## config.mk

```make
export PLATFORM = sky130hd
export DESIGN_NAME = preg_free_list
export DESIGN_NICKNAME = d
export VERILOG_FILES = /design/src/rtl/preg_free_list.sv
export SDC_FILE = /design/constraint.sdc
export NUM_CORES = 1
export LEC_CHECK = 0
export CORE_MARGIN = 10
export CORE_UTILIZATION = 51
export CTS_CLUSTER_SIZE = 28
export DETAILED_ROUTE_END_ITERATION = 10
export GPL_ROUTABILITY_DRIVEN = 1
export PLACE_DENSITY_LB_ADDON = 0.3
export REMOVE_ABC_BUFFERS = 1
export SLEW_MARGIN = 20
export SYNTH_ARGS = -nofsm -noshare
export SYNTH_HDL_FRONTEND = slang
export SYNTH_SLANG_ARGS = --single-unit
export TNS_END_PERCENT = 10
```

## constraint.sdc

```tcl
create_clock -name clk -period 4.03 [get_ports clk]
set_input_delay 0.806 -clock clk [delete_from_list [all_inputs] [get_ports clk]]
set_output_delay 0.806 -clock clk [all_outputs]
set_load 0.1 [all_outputs]
```

## src/rtl/preg_free_list.sv

```systemverilog
// Physical-register free pool: circular FIFO of free tags, one alloc and one release per cycle.
// Optional double-free detection is enabled by defining PREG_FREE_LIST_DOUBLE_FREE_CHECK_EN.
module preg_free_list #(
    parameter int NUM_PREGS = 64,
    parameter int NUM_ARCH  = 32,
    parameter int TAG_W     = 6,
    parameter int DEPTH     = NUM_PREGS - NUM_ARCH,
    localparam int PTR_W    = $clog2(DEPTH),
    localparam int CNT_W    = $clog2(DEPTH + 1)
) (
    input  logic             clk,
    input  logic             rst,
    input  logic             alloc_req,
    output logic             alloc_valid,
    output logic [TAG_W-1:0] alloc_tag,
    input  logic             rel_valid,
    input  logic [TAG_W-1:0] rel_tag,
    output logic             rel_err,
    output logic [CNT_W-1:0] free_count,
    output logic             empty,
    output logic             full
);

    logic [TAG_W-1:0] mem [DEPTH];
    logic [PTR_W-1:0] rd_ptr;
    logic [PTR_W-1:0] wr_ptr;
    logic [CNT_W-1:0] count;
    logic             err_q;
    logic             alloc_fire;
    logic             rel_ok;
    logic             rel_drop;
    logic             double_free;

    function automatic logic [PTR_W-1:0] next_ptr(input logic [PTR_W-1:0] p);
        return (p == PTR_W'(DEPTH - 1)) ? '0 : p + 1'b1;
    endfunction

    assign alloc_valid = (count != '0);
    assign alloc_tag   = mem[rd_ptr];
    assign empty       = (count == '0);
    assign full        = (count == CNT_W'(DEPTH));
    assign free_count  = count;
    assign rel_err     = err_q;
    assign alloc_fire  = alloc_req && alloc_valid;

`ifdef PREG_FREE_LIST_DOUBLE_FREE_CHECK_EN
    logic [NUM_PREGS-1:0] is_free;

    // A tag leaving the pool this very cycle may legally come straight back.
    assign double_free = is_free[rel_tag] && !(alloc_fire && (alloc_tag == rel_tag));

    always_ff @(posedge clk) begin
        if (rst) begin
            for (int i = 0; i < NUM_PREGS; i++) begin
                is_free[i] <= (i >= NUM_ARCH);
            end
        end else begin
            if (alloc_fire) is_free[alloc_tag] <= 1'b0;
            if (rel_ok)     is_free[rel_tag]   <= 1'b1;
        end
    end
`else
    assign double_free = 1'b0;
`endif

    // Tag 0 is x0 and never returns to the pool; it is dropped without an error.
    assign rel_ok   = rel_valid && (rel_tag != '0) && (!full || alloc_fire) && !double_free;
    assign rel_drop = rel_valid && (rel_tag != '0) && !rel_ok;

    always_ff @(posedge clk) begin
        if (rst) begin
            rd_ptr <= '0;
            wr_ptr <= '0;
            count  <= CNT_W'(DEPTH);
            err_q  <= 1'b0;
            for (int i = 0; i < DEPTH; i++) begin
                mem[i] <= TAG_W'(NUM_ARCH + i);
            end
        end else begin
            err_q <= rel_drop;
            if (alloc_fire) rd_ptr <= next_ptr(rd_ptr);
            if (rel_ok) begin
                mem[wr_ptr] <= rel_tag;
                wr_ptr      <= next_ptr(wr_ptr);
            end
            case ({rel_ok, alloc_fire})
                2'b10:   count <= count + 1'b1;
                2'b01:   count <= count - 1'b1;
                default: count <= count;
            endcase
        end
    end

endmodule

```

# Word-level counts from Yosys, hierarchy flattened

Memories as Yosys holds them, arrays and structs flattened. A register that Yosys moved wholly into a read port is not among the register bits.
Index checks and enable logic that the tools add are counted.

Add/sub/neg operators: 4
$mul: 0
Divide/modulo/power cells: 0
Order comparisons: 0
Equal/unequal tests: 5
Shift operators: 0
Mux-type cells: 13
Bitwise logic cells: 0
Reductions and logical operators: 12

Operators by type and width:

| operator                                            | number |
|---|---|
| 2-to-1 mux 5 bit                                    | 5 |
| one-hot mux 6 bit (2 select lines)                  | 1 |
| nonzero test 6 bit                                  | 2 |
| adder 5 x 1 -> 5 bit, second input constant         | 2 |
| equality test 5 bit, second input constant          | 2 |
| adder 6 x 1 -> 6 bit, second input constant         | 1 |
| equality test 6 bit, second input constant          | 1 |
| logical NOT 6 bit                                   | 1 |
| 2-to-1 mux 1 bit                                    | 6 |
| 2-to-1 mux 6 bit                                    | 1 |
| OR reduction 6 bit                                  | 1 |
| subtractor 6 x 1 -> 6 bit, second input constant    | 1 |
| logical AND 1 bit                                   | 4 |
| equality test 2 x 1 -> 1 bit, second input constant | 1 |
| equality test 2 bit, second input constant          | 1 |
| logical NOT 1 bit                                   | 2 |
| nonzero test 2 bit                                  | 1 |
| logical OR 1 bit                                    | 1 |

Bits in registers: 17
Bits in latches: 0
RAM bits: 192
Bits in read-only memories: 0
Input bits: 10
Output and inout port bits: 16
Logic and storage cells: 39
Memories: 1

Memory list:

| name | depth | bits a word | read ports | clocked after Yosys merged registers in | write ports | line | source |
|---|---|---|---|---|---|---|---|
| mem  | 32    | 6           | 1          | 1                                       | 32          | 24   | `logic [TAG_W-1:0] mem [DEPTH];` |

# Depth between registers and ports, before layout

Word-level depth: 9
Mapped depth: 11
Mapped depth without buffers: 10

# Worst setup path before layout

Ideal clock, no wire load.

Path type: flip-flop to output port
Start point: register count[5], in the netlist free_count[5]
End point: output full
Arrival time: 2.784 ns
Required time: 3.224 ns
Setup slack: 0.440 ns
Cell stages (with the launch flop): 3
Path buffers: 0
Path through: dfxtp_1 or4b_1 nor2_1

Longest elaborated chain between the ends: 1

RTL lines:

| item                   | line | source |
|---|---|---|
| from (decl)            | 27   | `logic [CNT_W-1:0] count;` |
| from (signal assigned) | 74   | `count <= CNT_W'(DEPTH);` |
| from (signal assigned) | 87   | `2'b10: count <= count + 1'b1;` |
| from (signal assigned) | 88   | `2'b01: count <= count - 1'b1;` |
| equality test 6 bit    | 41   | `assign full = (count == CNT_W'(DEPTH));` |
| to (decl)              | 21   | `output logic full` |

Every way passes these cells.

==> results.txt <==
status: finished, final reports clean
most frequent cells in the layout: edfxtp_1 (192), nand2_1 (138), nor2_1 (117)
CTS root buf: clkbuf_16
Site Rows: 50
# hold bufs at CTS: 0
area delta synth->final: 12.41%
Crit path arrival time: 2.96 ns
post-route ant nets: 0
share of layout cells above drive strength 1: 18.36%
WL final: 24.07 mm
final max-slew violation count: 0
clk buf depth: 3
post-synthesis register bit count: 214
Critical Path Source Type: flop
drt first-iter violations: 869
H-tree level count: 1
Layout Cells excl Fill: 1028
GRT overflow: 0
Tot GR Track Use: 18.67%
EDFF count, synth: 192
Clk pwr share: 37.8%
first-pass GRT wire length: 37.22 mm
asr flop ratio synth: 0%
Synth Cell Area: 9873 um^2
Cell Count Post-Placement: 987
Sink Count: 214
switching pwr: 0.001428 W
Setup WS pre-CTS: 0.2474 ns
leakage: 3.204 nW
DIE AREA: 25320 um^2
dpl hpwl: 15.70 mm
Initial Utilization: 52.26%
CP max FO: 14
max-cap violations: 0
Fin. Hold Viols: 0
Core ar.: 18890 um^2
pin count of the biggest net entering global routing: 49
later-pin clock latency in the skew report: 0.51 ns
clock period minus worst slack: 3.771 ns
power density over the cells: 481.4 nW/um^2
post-route clock period utilization: 93.57%
Die W: 159.1 um
vias in the first global route: 6475
CP Buf/Inv Count: 2
synth warn: 0
antenna violations before repair: 0
setup ws final: 0.2590 ns
Reg clk slew, reported paths: 0.06 ns
Cell Int Power: 0.003916 W
WL per Instance: 23.41 um
family with the most delay on the worst path: multiplexers
post-synthesis cell count: 737
PortBufs: 25
# IOs: 26
Max Freq: 265.2 MHz
RSZ-0062 raised after global routing: false
Worst Hold Class: reg -> reg
Min Hold Slack: 0.5118 ns
GPL Wtd Cong: 0.8500
Resize count post-CTS: 0
critical path's largest stage delay: 0.56 ns
Final setup violation count: 0
most common flop cell mapped by yosys: edfxtp_1
Data required, critical path: 3.22 ns
post-DR vias/cell: 6.091
sequential cell area fraction in the yosys report: 62.86%
Worst Setup End Kind: output port
Sw Share: 26.72%
Max VDD drop: 0.3735 mV
diode count: 0
Yosys cell types: 53
Slowest-stage cell, CP: mux4_2
TNS Setup: 0 ns
clk_skew: 0.01279 ns
Top cell by count, worst path: mux4_2
DRC Markers: 0
Flop pwr share: 47.0%
vias: 6262
Tightest Pin Transition: 1.152 ns
DIE HEIGHT: 159.1 um
worst path cell trace: buf_4 -> mux4_2 -> mux4_2 -> mux2_2 -> buf_12
drt pass-1 iters: 5
Mapped Avg Cell Area: 13.40 um^2
Max-Slew Margin vs Limit: 23.19%
CP Class: reg -> out
nets: 774
CTS tree: built
setup repair bufs after CTS: 0
commonest non-fill, non-tap cell in the layout: edfxtp_1
Gate power share: 15.2%
Num CTS Buffers: 23
Final Core Density: 58.74%
-- logic make-up (layout without fill, tap and decap cells) --
group / count (synthesis) / after routing / synth area share, %
buffers and inverters: 61 / 92 / 2.889
muxes: 69 / 69 / 14.80
adders and majority gates: 12 / 12 / 1.597
and+or+nand+nor: 303 / 303 / 13.05
DFF: 214 / 214 / 62.86
xor gates and xnor gates: 3 / 3 / 0.2662
AOI/OAI and AO/OA: 75 / 75 / 4.537
-- layer usage --
metal	GRT usage, %	wire length, um	up-vias
met2	29.72	11390	372
met5	0	0	-
li1	-	-	2755
met3	3.744	2852	52
met4	7.372	708	0
met1	24.71	9114	3083
-- synth_stat cells (6+ instances only) --
cell type	number	area [um^2]
buf_2	18	90.09
nand3_1	9	45.04
nand2_1	138	518.0
a21oi_1	14	70.07
o21ai_1	37	185.2
inv_1	8	30.03
edfxtp_1	192	5766
and3_1	9	56.30
nor2_1	117	439.2
buf_1	8	30.03
clkbuf_1	21	78.83
ha_1	11	137.6
mux2_2	6	67.56
dfxtp_1	22	440.4
mux4_2	60	1351
o21ai_0	8	40.04
-- layout make-up --
cell class	instances	area, um^2
Inverter	9	33.78
Tap cell	260	325.3
Fill cell	1488	7795
Timing Repair Buffer	42	430.4
Multi-Input combinational cell	462	3382
Clock inverter	8	62.56
Sequential cell	214	6211
Clock buffer	33	653.1
-- flip-flops by register name, indices dropped and copies added (netlist names), named ones only --
| signal | flops |
|---|---|
| mem | 192 |
| wr_ptr | 5 |
| free_count | 6 |
| rel_err | 1 |
| rd_ptr | 5 |
-- metrics by stage --
| stage | total power [W] | area, um^2 |
|---|---|---|
| 2_1_floorplan | 0.003109 | 9622 |
| 3_3_place_gp | 0.003347 | 10380 |
| 3_5_place_dp | 0.003362 | 10380 |
| 4_1_cts | 0.005351 | 11100 |
| 5_1_grt | 0.005493 | 11100 |
| 6_report | 0.005343 | 11100 |
-- tightest hold or removal path, stage by stage, from the launching register on --
cell and delay, ns:
dfxtp_1 0.32, nand2_1 0.06, a21oi_1 0.07
-- path summary, 6_finish.rpt --
kind,depth (start not counted),endpoint,start,slack [ns]
hold / removal,2,rd_ptr[4]$_SDFFE_PP0N_,rd_ptr[4]$_SDFFE_PP0N_,0.51
hold reg to reg,2,rd_ptr[4]$_SDFFE_PP0N_,rd_ptr[4]$_SDFFE_PP0N_,0.51
setup reg to reg,10,free_count[5]$_SDFFE_PP1P_,free_count[5]$_SDFFE_PP1P_,1.10
setup / recovery,5,alloc_tag[3],flop,0.26
-- power by group through the flow --
stage	Combinational [W]	Clock [W]	Sequential [W]
2_1_floorplan	0.000454	0	0.00266
6_report	0.000811	0.00202	0.00251
3_5_place_dp	0.000803	0	0.00256
4_1_cts	0.000808	0.00203	0.00251
3_3_place_gp	0.000793	0	0.00255
5_1_grt	0.000853	0.00212	0.00252
(Power assumes the default switching activity.)
